**src/rtl/neuron_pkg.sv**
```systemverilog
// Shared types and defaults for the LIF neuron and the synapse blocks that feed it.
// Synapse and neuron blocks use the same current width (DEF_WIDTH).
package neuron_pkg;

  typedef enum logic [1:0] {
    INTEGRATE  = 2'd0,
    FIRE       = 2'd1,
    REFRACTORY = 2'd2
  } neuron_state_t;

  localparam int DEF_WIDTH      = 18;
  localparam int DEF_LEAK_SHIFT = 4;
  localparam int DEF_V_MIN      = -65536;

  function automatic logic signed [63:0] sat_clamp(input logic signed [63:0] value,
                                                   input logic signed [63:0] lo,
                                                   input logic signed [63:0] hi);
    if (value < lo)      return lo;
    else if (value > hi) return hi;
    else                 return value;
  endfunction

endpackage

```
**src/rtl/leak_integrator.sv**
```systemverilog
// Combinational leak + integrate: vnext = clamp(v + ((-v) >>> LEAK_SHIFT) + i_syn, LO, HI).
// Evaluated two bits wider than WIDTH so the sum cannot wrap before it is clamped.
module leak_integrator
  import neuron_pkg::*;
#(
  parameter int WIDTH      = DEF_WIDTH,
  parameter int LEAK_SHIFT = DEF_LEAK_SHIFT,
  parameter int LO         = DEF_V_MIN,
  parameter int HI         = 2 ** (WIDTH - 1) - 1
) (
  input  logic signed [WIDTH-1:0] v,
  input  logic signed [WIDTH-1:0] i_syn,
  output logic signed [WIDTH-1:0] vnext
);

  localparam int EW = WIDTH + 2;

  logic signed [EW-1:0] v_ext;
  logic signed [EW-1:0] i_ext;
  logic signed [EW-1:0] leak;
  logic signed [EW-1:0] sum;
  logic signed [63:0]   sum_w;
  logic signed [63:0]   clamped;

  assign v_ext   = {{2{v[WIDTH-1]}}, v};
  assign i_ext   = {{2{i_syn[WIDTH-1]}}, i_syn};
  assign leak    = (-v_ext) >>> LEAK_SHIFT;
  assign sum     = v_ext + leak + i_ext;
  assign sum_w   = {{(64 - EW){sum[EW-1]}}, sum};
  assign clamped = sat_clamp(sum_w, 64'(LO), 64'(HI));
  assign vnext   = clamped[WIDTH-1:0];

endmodule

```
**src/rtl/lif_neuron.sv**
```systemverilog
// Leaky integrate-and-fire soma with refractory period, stepped by a time-step strobe.
// Build option LIF_ADAPTIVE_THRESHOLD_EN adds a decaying adaptive threshold and theta_out.
//
// state      | meaning
// INTEGRATE  | on step: integrate current, fire when vnext >= threshold
// FIRE       | one clock with spike high; any step here is dropped
// REFRACTORY | v held at V_RESET, each step counts down to INTEGRATE
module lif_neuron
  import neuron_pkg::*;
#(
  parameter int WIDTH         = DEF_WIDTH,
  parameter int LEAK_SHIFT    = DEF_LEAK_SHIFT,
  parameter int THRESHOLD     = 1000,
  parameter int V_RESET       = 0,
  parameter int V_MIN         = DEF_V_MIN,
  parameter int REFRAC_CYCLES = 3
) (
  input  logic                    clock,
  input  logic                    reset,
  input  logic                    step,
  input  logic signed [WIDTH-1:0] i_syn,
  output logic                    spike,
  output logic signed [WIDTH-1:0] v_mem,
  output logic                    refractory,
`ifdef LIF_ADAPTIVE_THRESHOLD_EN
  output logic [WIDTH-2:0]        theta_out,
`endif
  output logic [15:0]             spike_count
);

  localparam int CW = (REFRAC_CYCLES > 0) ? $clog2(REFRAC_CYCLES + 1) : 1;
  localparam logic signed [WIDTH-1:0] V_RST = WIDTH'(V_RESET);

  neuron_state_t           state;
  logic [CW-1:0]           cnt;
  logic signed [WIDTH-1:0] vnext;
  logic signed [WIDTH+1:0] thr_eff;
  logic                    fire;

  leak_integrator #(
    .WIDTH(WIDTH), .LEAK_SHIFT(LEAK_SHIFT), .LO(V_MIN)
  ) u_integ (
    .v(v_mem), .i_syn(i_syn), .vnext(vnext)
  );

`ifdef LIF_ADAPTIVE_THRESHOLD_EN
  logic [WIDTH-2:0]        theta;
  logic signed [WIDTH-1:0] theta_neg;
  logic signed [WIDTH-1:0] theta_neg_dec;
  logic signed [WIDTH-1:0] theta_dec_s;
  logic [WIDTH-2:0]        theta_dec;
  logic [WIDTH-1:0]        theta_sum;
  logic [WIDTH-2:0]        theta_bump;

  // Running the integrator on -theta gives -(theta - (theta >>> 4)) exactly.
  assign theta_neg = -$signed({1'b0, theta});
  leak_integrator #(
    .WIDTH(WIDTH), .LEAK_SHIFT(4), .LO(-(2 ** (WIDTH - 1)))
  ) u_theta (
    .v(theta_neg), .i_syn('0), .vnext(theta_neg_dec)
  );
  assign theta_dec_s = -theta_neg_dec;
  assign theta_dec   = theta_dec_s[WIDTH-2:0];
  assign theta_sum   = {1'b0, theta_dec} + WIDTH'(64);
  assign theta_bump  = theta_sum[WIDTH-1] ? '1 : theta_sum[WIDTH-2:0];
  assign thr_eff     = (WIDTH + 2)'(THRESHOLD) + $signed({3'b000, theta});
  assign theta_out   = theta;

  always_ff @(posedge clock) begin
    if (reset)
      theta <= '0;
    else if (step && state == INTEGRATE)
      theta <= fire ? theta_bump : theta_dec;
  end
`else
  assign thr_eff = (WIDTH + 2)'(THRESHOLD);
`endif

  assign fire = $signed({{2{vnext[WIDTH-1]}}, vnext}) >= thr_eff;

  always_ff @(posedge clock) begin
    if (reset) begin
      state       <= INTEGRATE;
      cnt         <= '0;
      v_mem       <= V_RST;
      spike       <= 1'b0;
      refractory  <= 1'b0;
      spike_count <= '0;
    end else begin
      spike <= 1'b0;
      case (state)
        INTEGRATE: begin
          if (step) begin
            if (fire) begin
              v_mem       <= V_RST;
              spike       <= 1'b1;
              refractory  <= 1'b1;
              spike_count <= spike_count + 16'd1;
              state       <= FIRE;
            end else begin
              v_mem <= vnext;
            end
          end
        end
        FIRE: begin
          if (REFRAC_CYCLES > 0) begin
            cnt   <= CW'(REFRAC_CYCLES);
            state <= REFRACTORY;
          end else begin
            refractory <= 1'b0;
            state      <= INTEGRATE;
          end
        end
        REFRACTORY: begin
          v_mem <= V_RST;
          if (step) begin
            if (cnt <= CW'(1)) begin
              cnt        <= '0;
              refractory <= 1'b0;
              state      <= INTEGRATE;
            end else begin
              cnt <= cnt - CW'(1);
            end
          end
        end
        default: begin
          refractory <= 1'b0;
          state      <= INTEGRATE;
        end
      endcase
    end
  end

endmodule
```
**config.mk**
```make
export PLATFORM = sky130hd
export DESIGN_NAME = lif_neuron
export DESIGN_NICKNAME = d
export VERILOG_FILES = /design/src/rtl/neuron_pkg.sv /design/src/rtl/leak_integrator.sv /design/src/rtl/lif_neuron.sv
export SDC_FILE = /design/constraint.sdc
export NUM_CORES = 1
export LEC_CHECK = 0
export BUFFER_PORTS_ARGS = -buffer_cell sky130_fd_sc_hd__clkbuf_2
export CAP_MARGIN = 20
export CORE_MARGIN = 2
export CORE_UTILIZATION = 35
export DETAILED_ROUTE_END_ITERATION = 6
export SKIP_CTS_REPAIR_TIMING = 1
export SYNTH_ARGS = -nofsm -noshare
export SYNTH_HDL_FRONTEND = slang
export SYNTH_SLANG_ARGS = --single-unit
```
**constraint.sdc**
```tcl
create_clock -name clock -period 14.63 [get_ports clock]
set_input_delay 0 -clock clock [delete_from_list [all_inputs] [get_ports clock]]
set_output_delay 0 -clock clock [all_outputs]
set_load 0.03 [all_outputs]
```
# Word level (Yosys, flattened, before mapping)
# Cells that the tools add are included.
dict set report word_totals {
  wordCells 52
  input_bits 21
  ff_bits 40
  output_inout_bits 36
}
dict set report op_classes {
  bitwise_logic 3
  add_sub_neg 5
  n_eq_ne 6
  n_reduce_logical 9
  n_mux 19
  magnitude_cmp 4
}
# op count
set op_table {}
lappend op_table {{$mux 18} 4}
lappend op_table {{$pmux 18 s2} 1}
lappend op_table {{$add 19x18->20} 1}
lappend op_table {{$gt 20x18->1 const B} 1}
lappend op_table {{$lt 20x17->1 const B} 1}
lappend op_table {{$neg 18->20} 1}
lappend op_table {{$add 18x16->19} 1}
lappend op_table {{$ge 18x11->1 const B} 1}
lappend op_table {{$add 16x1->16 const B} 1}
lappend op_table {{$mux 2} 6}
lappend op_table {{$ne 2x2->1 const B} 4}
lappend op_table {{$pmux 2 s3} 1}
lappend op_table {{$mux 1} 5}
lappend op_table {{$reduce_and 5->1} 1}
lappend op_table {{$pmux 2 s2} 1}
lappend op_table {{$reduce_and 2->1} 2}
lappend op_table {{$reduce_and 4->1} 1}
lappend op_table {{$reduce_bool 2->1} 2}
lappend op_table {{$not 1->1} 3}
lappend op_table {{$pmux 1 s3} 1}
lappend op_table {{$reduce_and 3->1} 1}
lappend op_table {{$reduce_or 3->1} 1}
lappend op_table {{$eq 2x1->1 const B} 1}
lappend op_table {{$eq 2x2->1 const B} 1}
lappend op_table {{other kinds (3)} 3}

# Longest topological paths before layout
dict set report logic_depth {
  depth_word 10
  ltp_mapped 21
  mapped_depth_nobuf 18
}

# Cells and area by module
# From an unflattened synthesis, not the netlist that was laid out.
dict set report hier_totals {
  hier_cells 389
  area_unflattened_um2 3360.7
}
# mod n_inst seq_area_each_um2 cells_per_inst area_each_um2
set by_module_without_submodules {}
lappend by_module_without_submodules {leak_integrator 1 0.0 220 1732.9}
lappend by_module_without_submodules {lif_neuron 1 800.8 169 1627.8}

# Worst setup path after synthesis
# OpenSTA, ideal clock, no wires.
dict set report synth_path {
  kind {flip-flop to flip-flop}
  start {register v_mem[0]}
  end {register spike_count[10]}
  arrival_time_ns 5.572
  setup_time_ns 0.123
  t_required_ns 14.507
  synth_period_minus_slack_ns 5.695
  path_buffers 3
  path_stages_with_launch 22
  setup_slack_ns 8.935
  path_cell_list {dfxtp_1 or4_4 nor4_4 or4b_4 nor4_4 nand2b_2 or3_4 nor2_2 nor2_1 fa_1 ha_1 buf_2 a21o_1 a211o_1 or3_1 or3_1 nand3_2 and2_1 buf_4 buf_2 a21oi_1 mux2_1}
}
dict set report synth_via {
  elab_chain_cells 8
  elab_cells_between_ends 9
  classes_between {add/sub (3); order compare (3); mux (2); reduce/logical (1)}
}
# element line
set synth_lines {}
lappend synth_lines {{start, declared} lif_neuron.sv:23} ;# output logic signed [WIDTH-1:0] v_mem,
lappend synth_lines {{start signal, assigned} lif_neuron.sv:101} ;# v_mem <= vnext;
lappend synth_lines {{$neg 18->20} leak_integrator.sv:27} ;# assign leak = (-v_ext) >>> LEAK_SHIFT;
lappend synth_lines {{$add 18x16->19 *} leak_integrator.sv:28} ;# assign sum = v_ext + leak + i_ext;
lappend synth_lines {{$add 19x18->20 *} leak_integrator.sv:28}
lappend synth_lines {{$gt 20x18->1} neuron_pkg.sv:19} ;# else if (value > hi) return hi;
lappend synth_lines {{$mux 18} neuron_pkg.sv:19}
lappend synth_lines {{$mux 18 *} neuron_pkg.sv:18} ;# if (value < lo) return lo;
lappend synth_lines {{$ge 18x11->1 *} lif_neuron.sv:79} ;# assign fire = $signed({{2{vnext[WIDTH-1]}}, vnext}) >= thr_eff;
lappend synth_lines {{$reduce_and 3->1 (no source line) *} n/a}
lappend synth_lines {{end signal, assigned} lif_neuron.sv:98} ;# spike_count <= spike_count + 16'd1;
lappend synth_lines {{end, declared} lif_neuron.sv:28} ;# output logic [15:0] spike_count
# Every way passes the cells marked *; elsewhere a longest branch is shown, timed or not.
# A chain may end at the register's enable or synchronous reset.

# Final worst setup path
dict set report layout_path {
  start {register v_mem[0]}
  end {register v_mem[4]}
}
dict set report layout_via {
  elab_chain_cells 10
  elab_cells_between_ends 11
  classes_between {add/sub (3); order compare (3); mux (5)}
}
# element line
set layout_lines {}
lappend layout_lines {{$neg 18->20} leak_integrator.sv:27}
lappend layout_lines {{$add 18x16->19 *} leak_integrator.sv:28}
lappend layout_lines {{$add 19x18->20 *} leak_integrator.sv:28}
lappend layout_lines {{$gt 20x18->1} neuron_pkg.sv:19}
lappend layout_lines {{$mux 18} neuron_pkg.sv:19}
lappend layout_lines {{$mux 18 *} neuron_pkg.sv:18}
lappend layout_lines {{$ge 18x11->1} lif_neuron.sv:79}
lappend layout_lines {{$mux 18 *} lif_neuron.sv:94} ;# if (fire) begin
lappend layout_lines {{$mux 18 *} lif_neuron.sv:93} ;# if (step) begin
lappend layout_lines {{$pmux 18 s2 *} lif_neuron.sv:91} ;# case (state)
# Every way passes the cells marked *; elsewhere a longest branch is shown, timed or not. The select of a mux whose other input is x is not followed.

==> results.ini <==
[global_route]
met3_usage_pct = 3.19
use_met1_pct = 24.7
overflow = 0
use_met2_pct = 25.6
antenna_found_initial = 0
grt_max_degree = 44
grt_pass1_vias = 3152
grt_pass1_wl_um = 15500
grt_use_total_pct = 16.8
top_usage_layer = met2

[cts]
htree_levels = 2
cts_tree = done
cts.sinks = 40
clk_path_buf_depth = 2
numCtsBuffers = 5
cts-root-buf = clkbuf_8
clkLatencyLatePin_ns = 0.29
clkTransAtPathRegs_ns = 0.07

[logic_synthesis]
yosysUniqueCellTypes = 64
synthMuxAreaShare_pct = 5.45
synthArstFlopShare_pct = 0
synth_compound_area_share_pct = 20.8
synth_xor_area_share_pct = 5.04
synth-simple-area-share_pct = 26.6
synth_warnings = 0
avgSynthCellArea_um2 = 8.39
synth_edf_count = 0
yosys.area.top_type = dfxtp_1
synthAdderAreaFrac_pct = 16.4
netlist_area_mm2 = 0.00365
seq_area_frac_synth_pct = 21.9
synth_top_family_by_area = simple AND/OR/NAND/NOR gates
netlist_instances = 435
synth_top_area_share_pct = 21.9
synth_ff_type = dfxtp_1
ys_top_cells_by_area = dfxtp_1 (22%), fa_1 (9.9%), ha_1 (6.5%)
syn-num-nets = 493
synth_seq_cells = 40

[run]
drv_cap = 0

[cells_and_area]
diodes = 0
layout.cells.non_filler = 614
syn_to_final_growth_pct = 12.1
layout.nets = 536
final_cell_mix = clkbuf_2 (56), nor2_1 (52), dfxtp_1 (40)
final_common_cell = clkbuf_2
final_util_pct = 40.0
layout-drive-gt1-share_pct = 18.4

[floorplan]
die_y_um = 106
dieArea_mm2 = 0.0113
start_util_pct = 35.7
core_area_mm2 = 0.0102
pin_count = 57
std_cell_rows = 37
die_w_um = 106

[status]
status = completed

[drt]
ant_nets = 0
drc_errors = 0
first_pass_iters = 5
wl_per_cell_um = 14.8
vias = 3270
routed_via_density = 5.33
drt_iter0_drc = 164
routed_wl_um = 9080

[timing]
worst_pin_slew_ns = 1.06
final.setup.tns_ns = 0
whs_ns = 0.0911
fmaxAchievable_mhz = 158
slew_violations = 0
slew_headroom_pct = 29.4
rsz0062_at_grt = no
finalHoldViolCount = 0
setup_violations = 0
fin_crit_sh_pct = 43.2
period_needed_ns = 6.32
skew_ns = 0.00669

[worst_setup_path]
crit_required_ns = 14.82
path_delay_family = simple AND/OR/NAND/NOR gates
start_kind = flip-flop
cp.arrival_ns = 6.51
worst_setup_path_end_kind = flip-flop
cpMostUsedCell = nor4_4
path_cells = or4_4 > nor4_4 > or4b_4 > nor4_4 > nand2b_2 > or3_4 > nor2_2 > xnor2_1 > fa_1 > ha_1 > a21oi_1 > o21ai_1 > nor4_1 > o221ai_1 > nor4_4 > a31oi_2 > o31ai_1
cp_max_fo = 16
crit_type = flip-flop to flip-flop
crit_buf_inv = 0
slowest_stage = nor4_4
cp_slowest_stage_delay_ns = 0.78

[place]
port-buffer-count = 56
place_inst = 606
gp_congestion = 0.806
dp_hpwl_um = 7190

[hold_path]
hp-class = primary input to flip-flop

==> cells in the mapped netlist, types with 5 or more instances <==
master,number
and3_1,5
nand2b_1,5
dfxtp_1,40
a21o_1,7
nand2_1,33
a211oi_1,7
mux2_1,11
xor2_1,14
clkbuf_1,12
o21ai_0,10
o21a_1,7
nand3_1,14
nor2b_1,22
xnor2_1,7
ha_1,19
fa_1,18
nor2_1,52
and2_1,7
nand4_1,11
buf_2,8
o31ai_1,15
a31oi_1,5
a21oi_1,33
inv_1,12
==> layout make-up <==
cell class                 count  area (um^2)
inverter                      12         45.0
sequential                    40          801
fill                        1075         6140
timing repair buffer          57          288
clock inverter                 1         5.00
multi-input combinational    362         2710
clock buffer                   6         72.6
tap                          136          170
==> worst paths after layout <==
| path | start | endpoint | slack, ns | cells after the start |
|---|---|---|---|---|
| setup reg to reg | v_mem[0] | v_mem[4] | 8.31 | 17 |
| setup / recovery | v_mem[0] | v_mem[4] | 8.31 | 17 |
| hold / removal | step | cnt[0] | 0.09 | 4 |
| hold reg to reg | cnt[0] | cnt[0] | 0.50 | 2 |
==> stage by stage <==
step | setup slack [ns] | area (um^2)
floorplan | 8.93 | 3650
CTS | 8.26 | 4080
finish | 8.31 | 4090
detailed placement | 8.29 | 4010
global placement | 8.44 | 4010
global route | 7.87 | 4090
==> tightest hold or removal path, stage by stage <==
cell and delay (ns):
clkbuf_2 0.14, nand2_1 0.08, a21oi_1 0.06, nor2_1 0.07
==> layer usage <==
metal,vias up,wire length (um)
li1,1647,-
met1,1518,4560
met2,97,3920
met3,8,494
met4,0,106
met5,-,0
==> registers in the layout (all words and copies together), names as in the netlist <==
name         flops
v_mem           18
spike_count     16
cnt              2
state            2
refractory       1
spike            1
==> cells by family (layout without fill, tap and decap cells) <==
group           count (synthesis)  count (layout)
compound gates                109             109
xor+xnor                       21              21
fa+ha+maj                      37              37
buf+inv                        33              76
flops                          40              40
mux                            18              18
simple gates                  177             177
Power is not shown: default switching activity piles up to over one toggle a cycle in this logic, so the estimate is an artifact.
